## src/rtl/matriz_pkg.sv

```systemverilog
// Shared definitions for the LED matrix display blocks: scan FSM states,
// the all-rows-off pattern and the default matrix geometry.
package matriz_pkg;

  typedef enum logic [1:0] {
    OCIOSO = 2'd0,
    APAGA  = 2'd1,
    MOSTRA = 2'd2
  } estado_t;

  localparam logic [6:0] LINHAS_OFF   = 7'h7F;
  localparam int         NUM_ROWS_DEF = 7;
  localparam int         COL_W        = 5;

endpackage

```

## src/rtl/matriz_varredura_decod_linha.sv

```systemverilog
// 3-to-7 active-low one-hot row decoder. Disabled or out-of-range index
// (7) leaves every row off.
module decod_linha
  import matriz_pkg::*;
(
  input  logic       en,
  input  logic [2:0] idx,
  output logic [6:0] linhas
);

  // NOTE: default first so every path assigns linhas -- no latch inferred.
  always_comb begin
    linhas = LINHAS_OFF;
    for (int i = 0; i < 7; i++) begin
      if (en && idx == 3'(i)) linhas[i] = 1'b0;
    end
  end

endmodule

```

## src/rtl/matriz_varredura.sv

```systemverilog
// Row-scan driver for the 5x7 LED matrix: blank gap, then show each row.
// Optional brightness control with `define MATRIZ_VARREDURA_BRILHO_EN.
module matriz_varredura
  import matriz_pkg::*;
#(
  parameter int PRESCALE     = 4,
  parameter int BLANK_CYCLES = 2,
  parameter int NUM_ROWS     = NUM_ROWS_DEF
) (
  input  logic             clk,
  input  logic             rst_n,
  input  logic             habilita,
  input  logic [2:0]       quadro_sel,
  input  logic [COL_W-1:0] colunas_in,
`ifdef MATRIZ_VARREDURA_BRILHO_EN
  input  logic [2:0]       brilho,
`endif
  output logic [2:0]       contador,
  output logic [2:0]       quadro_atual,
  output logic [6:0]       linhas,
  output logic [COL_W-1:0] colunas,
  output logic             fim_quadro
);

  localparam int TMAX = (PRESCALE > BLANK_CYCLES) ? PRESCALE : BLANK_CYCLES;
  localparam int TW   = (TMAX > 1) ? $clog2(TMAX) : 1;

  localparam logic [TW-1:0] BLANK_LAST = TW'(BLANK_CYCLES - 1);
  localparam logic [TW-1:0] SHOW_LAST  = TW'(PRESCALE - 1);
  localparam logic [2:0]    LAST_ROW   = 3'(NUM_ROWS - 1);

  estado_t       estado;
  logic [TW-1:0] timer;
  logic [6:0]    linha_dec;

  decod_linha u_decod_linha (
    .en    (habilita),
    .idx   (contador),
    .linhas(linha_dec)
  );

`ifdef MATRIZ_VARREDURA_BRILHO_EN
  logic [2:0] brilho_lat;
  logic       apaga_cedo;

  // Row goes dark once the next show cycle reaches the duty limit.
  always_comb begin
    apaga_cedo = (int'(timer) + 1) >= (int'(brilho_lat) + 1) * (PRESCALE / 8);
  end
`endif

  // NOTE: sequential state uses non-blocking assignments so every register
  // samples pre-edge values regardless of statement order.
  always_ff @(posedge clk or negedge rst_n) begin
    if (!rst_n) begin
      estado       <= OCIOSO;
      timer        <= '0;
      contador     <= '0;
      quadro_atual <= '0;
      linhas       <= LINHAS_OFF;
      colunas      <= '0;
      fim_quadro   <= 1'b0;
`ifdef MATRIZ_VARREDURA_BRILHO_EN
      brilho_lat   <= '0;
`endif
    end else begin
      fim_quadro <= 1'b0;
      if (!habilita) begin
        estado   <= OCIOSO;
        timer    <= '0;
        contador <= '0;
        linhas   <= LINHAS_OFF;
        colunas  <= '0;
      end else begin
        case (estado)
          OCIOSO: begin
            estado       <= APAGA;
            timer        <= '0;
            contador     <= '0;
            quadro_atual <= quadro_sel;
          end
          APAGA: begin
            if (timer == BLANK_LAST) begin
              estado  <= MOSTRA;
              timer   <= '0;
              colunas <= colunas_in;
              linhas  <= linha_dec;
`ifdef MATRIZ_VARREDURA_BRILHO_EN
              brilho_lat <= brilho;
`endif
            end else begin
              timer <= timer + 1'b1;
            end
          end
          MOSTRA: begin
            if (timer == SHOW_LAST) begin
              estado  <= APAGA;
              timer   <= '0;
              linhas  <= LINHAS_OFF;
              colunas <= '0;
              if (contador == LAST_ROW) begin
                contador     <= '0;
                fim_quadro   <= 1'b1;
                quadro_atual <= quadro_sel;
              end else begin
                contador <= contador + 3'd1;
              end
            end else begin
              timer <= timer + 1'b1;
`ifdef MATRIZ_VARREDURA_BRILHO_EN
              if (apaga_cedo) begin
                linhas  <= LINHAS_OFF;
                colunas <= '0;
              end
`endif
            end
          end
          default: estado <= OCIOSO;
        endcase
      end
    end
  end

endmodule

```

## config.mk

```make
export PLATFORM = sky130hd
export DESIGN_NAME = matriz_varredura
export DESIGN_NICKNAME = d
export VERILOG_FILES = /design/src/rtl/matriz_pkg.sv /design/src/rtl/matriz_varredura_decod_linha.sv /design/src/rtl/matriz_varredura.sv
export SDC_FILE = /design/constraint.sdc
export NUM_CORES = 1
export LEC_CHECK = 0
export ABC_AREA = 1
export CORE_MARGIN = 10
export CORE_UTILIZATION = 40
export DETAILED_ROUTE_END_ITERATION = 7
export GPL_TIMING_DRIVEN = 0
export MAX_ROUTING_LAYER = met4
export PLACE_DENSITY = 0.66
export SYNTH_ARGS = -nofsm -noshare
export SYNTH_HDL_FRONTEND = slang
export SYNTH_SLANG_ARGS = --single-unit
```

## constraint.sdc

```tcl
create_clock -name clk -period 1.75 [get_ports clk]
set_clock_uncertainty 0.15 [all_clocks]
set_input_delay 0.4375 -clock clk [delete_from_list [all_inputs] [get_ports clk]]
set_output_delay 0.4375 -clock clk [all_outputs]
set_load 0.02 [all_outputs]
```

==> key figures <==
CTS
  • Worst-path clk slew: 0.13 ns
  • Total CTS buffers: 3
  • H-tree depth: 1
  • Clock Path Buffers: 2
  • Clk root buf: clkbuf_4
  • CTS sink count: 23
  • TritonCTS clock tree: built
  • Clk_lat worst skew: 0.31 ns

Synth
  • Net Count, Synth: 176
  • Top cell type's share of synthesized area: 31.6%
  • Synth Instances: 157
  • Sequential share of the synthesized area: 46.1%
  • Synth Flop Type: dfrtp_1
  • Synth warn: 0
  • Flops & latches, synth: 23
  • Synthesized cell area: 1270 um2
  • Cell variety after synth: 19
  • Top area cells in the synthesized netlist: dfrtp_1, nand2_1, dfstp_2
  • Most frequent cells after synthesis: nand2_1, nand3_1, dfrtp_1, inv_1
  • Count leader, synth: nand2_1
  • EDFF count, synth: 0
  • Mapped Avg Cell Area: 8.08 um2
  • Leading area contributor after synthesis: dfrtp_1
  • Async set-reset flop share out of synthesis: 100%

STA
  • Setup violations, final: 0
  • Hold Slack: 0.296 ns
  • Final min period: 1.71 ns
  • Slew @ Worst Pin: 1.07 ns
  • Max Fclk: 584 MHz
  • Final slew viol count: 0
  • Fin Setup TNS: 0 ns
  • Slew HR: 28.3%
  • Slack of the critical path: 0.0378 ns
  • Final Hold Vio Count: 0
  • Final period utilization: 97.8%

Die
  • Starting Density: 41.6%
  • Ports: 30
  • Die Height: 76.3 um
  • Core ar.: 3050 um2
  • Die area: 5820 um2
  • Rows: 20
  • Die X: 76.3 um

Place
  • Placed instance count: 229
  • Detailed Place HPWL: 2.24 mm
  • PortBufs: 28
  • GP Congestion: 0.752
  • Dpl ws: -0.207 ns

Finish
  • Nets: 211
  • Area of the multi-input gates: 598 um2
  • Fillers: 308
  • Share of cells above drive strength 1: 18.8%
  • Seq. cell area: 588 um2
  • Non-Filler Instances: 235
  • Area Overhead vs Synth: 29.7%
  • # diodes: 0

Drt
  • Avg WL per Cell: 12.4 um
  • Routed length on met2: 1.39 mm
  • Via count: 1092
  • DRC viols: 0
  • Wl on met1: 1.30 mm
  • Drt total wl: 2.91 mm
  • First-pass detailed-route iteration total: 4
  • Vias/cell: 4.65
  • Routed Antenna Nets: 0
  • Initial DRC Count: 70
  • Met3 wire len: 181 um
  • Max layer used: met4

Setup path
  • Setup crit end kind: output pin
  • Setup CP Type: reg -> out
  • CP Cell Sequence: clkdlybuf4s15_2
  • CP bufs+invs: 1
  • R2R Setup Slk: 0.09 ns
  • WP data arrival: 1.12 ns
  • Largest delay share family, worst path: flip-flops
  • Critical Path RT: 1.16 ns
  • CP peak stage delay: 0.56 ns
  • CP max stage cell: dfstp_2
  • Critical path fanouts, max: 2
  • Startpoint Class: flip-flop

Hold path
  • HP Class: in -> reg

Pwr
  • VDD IR max: 0.352 mV
  • Leakage power: 0.847 nW
  • PwrDens: 1040 nW/um2
  • Power Total: 1.72 mW

Global route
  • Antenna violations before repair: 0
  • Largest net degree at the start of global routing: 24
  • First-pass GRT wire length: 5.11 mm
  • GRT overflow: 0
  • Tot GR Track Use: 10.5%
  • Vias in the first global route: 1090

Flow run
  • Max-Cap Viols: 0

Status
  • Run status: completed
-- flip-flops by register name (all words and copies together), names as in the netlist --
register,count
estado,2
timer,2
colunas,5
contador,3
linhas,7
quadro_atual,3
fim_quadro,1
-- per-layer routing --
metal | up-vias | global-route usage, %
met5 | - | -
met2 | 27 | 17.4
li1 | 561 | -
met1 | 500 | 11.7
met3 | 4 | 3.18
met4 | 0 | 3.72
-- metrics by stage --
step           util, %  instance area (um2)
2_1_floorplan        -                 1270
3_3_place_gp      52.5                 1600
3_5_place_dp      52.5                 1600
4_1_cts           53.3                 1630
5_1_grt           53.9                 1650
6_report          53.9                 1650
-- cell families (layout without fill, tap and decap cells) --
| family | Yosys count | count (layout) | synth area share, % |
|---|---|---|---|
| AND/OR/NAND/NOR | 99 | 99 | 35.4 |
| buffers and inverters | 21 | 55 | 7.99 |
| flip-flops | 23 | 23 | 46.1 |
| AO/OA/AOI/OAI | 6 | 6 | 2.66 |
| adder cells (fa/ha/maj) | 8 | 8 | 7.89 |
-- power breakdown --
group	total (mW)	switching, mW	internal, mW	leakage, nW
combinational	0.716	0.436	0.280	0.551
clock	0.253	0.164	0.0889	0.0150
sequential	0.750	0.0630	0.687	0.281
total	1.72	0.663	1.06	0.847
-- layout by cell type (no fill, tap or decap) --
| cell | n |
|---|---|
| nand2_1 | 57 |
| nand3_1 | 21 |
| inv_1 | 15 |
| dfrtp_1 | 13 |
| dlygate4sd2_1 | 12 |
| clkdlybuf4s50_1 | 9 |
| nor2_1 | 7 |
| ha_1 | 7 |
| dfstp_2 | 7 |
| buf_4 | 6 |
| nand3b_1 | 5 |
| clkdlybuf4s15_2 | 5 |
| o21ai_0 | 4 |
| clkbuf_4 | 3 |
| dfrtp_2 | 3 |
| nor3_1 | 2 |
| nand2_2 | 2 |
| nand2_4 | 2 |
| buf_2 | 2 |
| nor2_2 | 1 |
| inv_2 | 1 |
| nor2_4 | 1 |
| buf_6 | 1 |
| a21oi_1 | 1 |
| nand4_1 | 1 |
| o21ai_2 | 1 |
| ha_4 | 1 |
| clkbuf_1 | 1 |
-- layout make-up --
type                            count  share of cell area (%)
Sequential cell                    23                    35.7
Inverter                           16                    3.65
Tap cell                           44                    3.35
Clock buffer                        4                    1.60
Buffer                              5                    2.51
Multi-Input combinational cell    113                    36.3
Timing Repair Buffer               30                    16.8
-- tightest hold or removal path, delay by kind of cell --
| family | cells | cell delay, ns |
|---|---|---|
| AO/OA/AOI/OAI | 1 | 0.05 |
| buffers and inverters | 2 | 0.24 |
-- final timing paths --
| check | start | end | depth (start not counted) |
|---|---|---|---|
| min reg2reg | linhas[4] | linhas[4] | 2 |
| max in group asynchronous | rst_n | contador[1] | 1 |
| min in group asynchronous | rst_n | fim_quadro | 1 |
| max reg2reg | estado[0] | colunas[0] | 9 |
| max | linhas[6] | linhas[6] | 1 |
| min | habilita | estado[1] | 3 |
-- repair_timing --
item	CTS	global route
gates cloned	0	0
hold buffers	0	0
setup endpoints to repair	32	22
setup buffers	0	2
gates resized for setup	35	6
(Power assumes the default switching activity.)
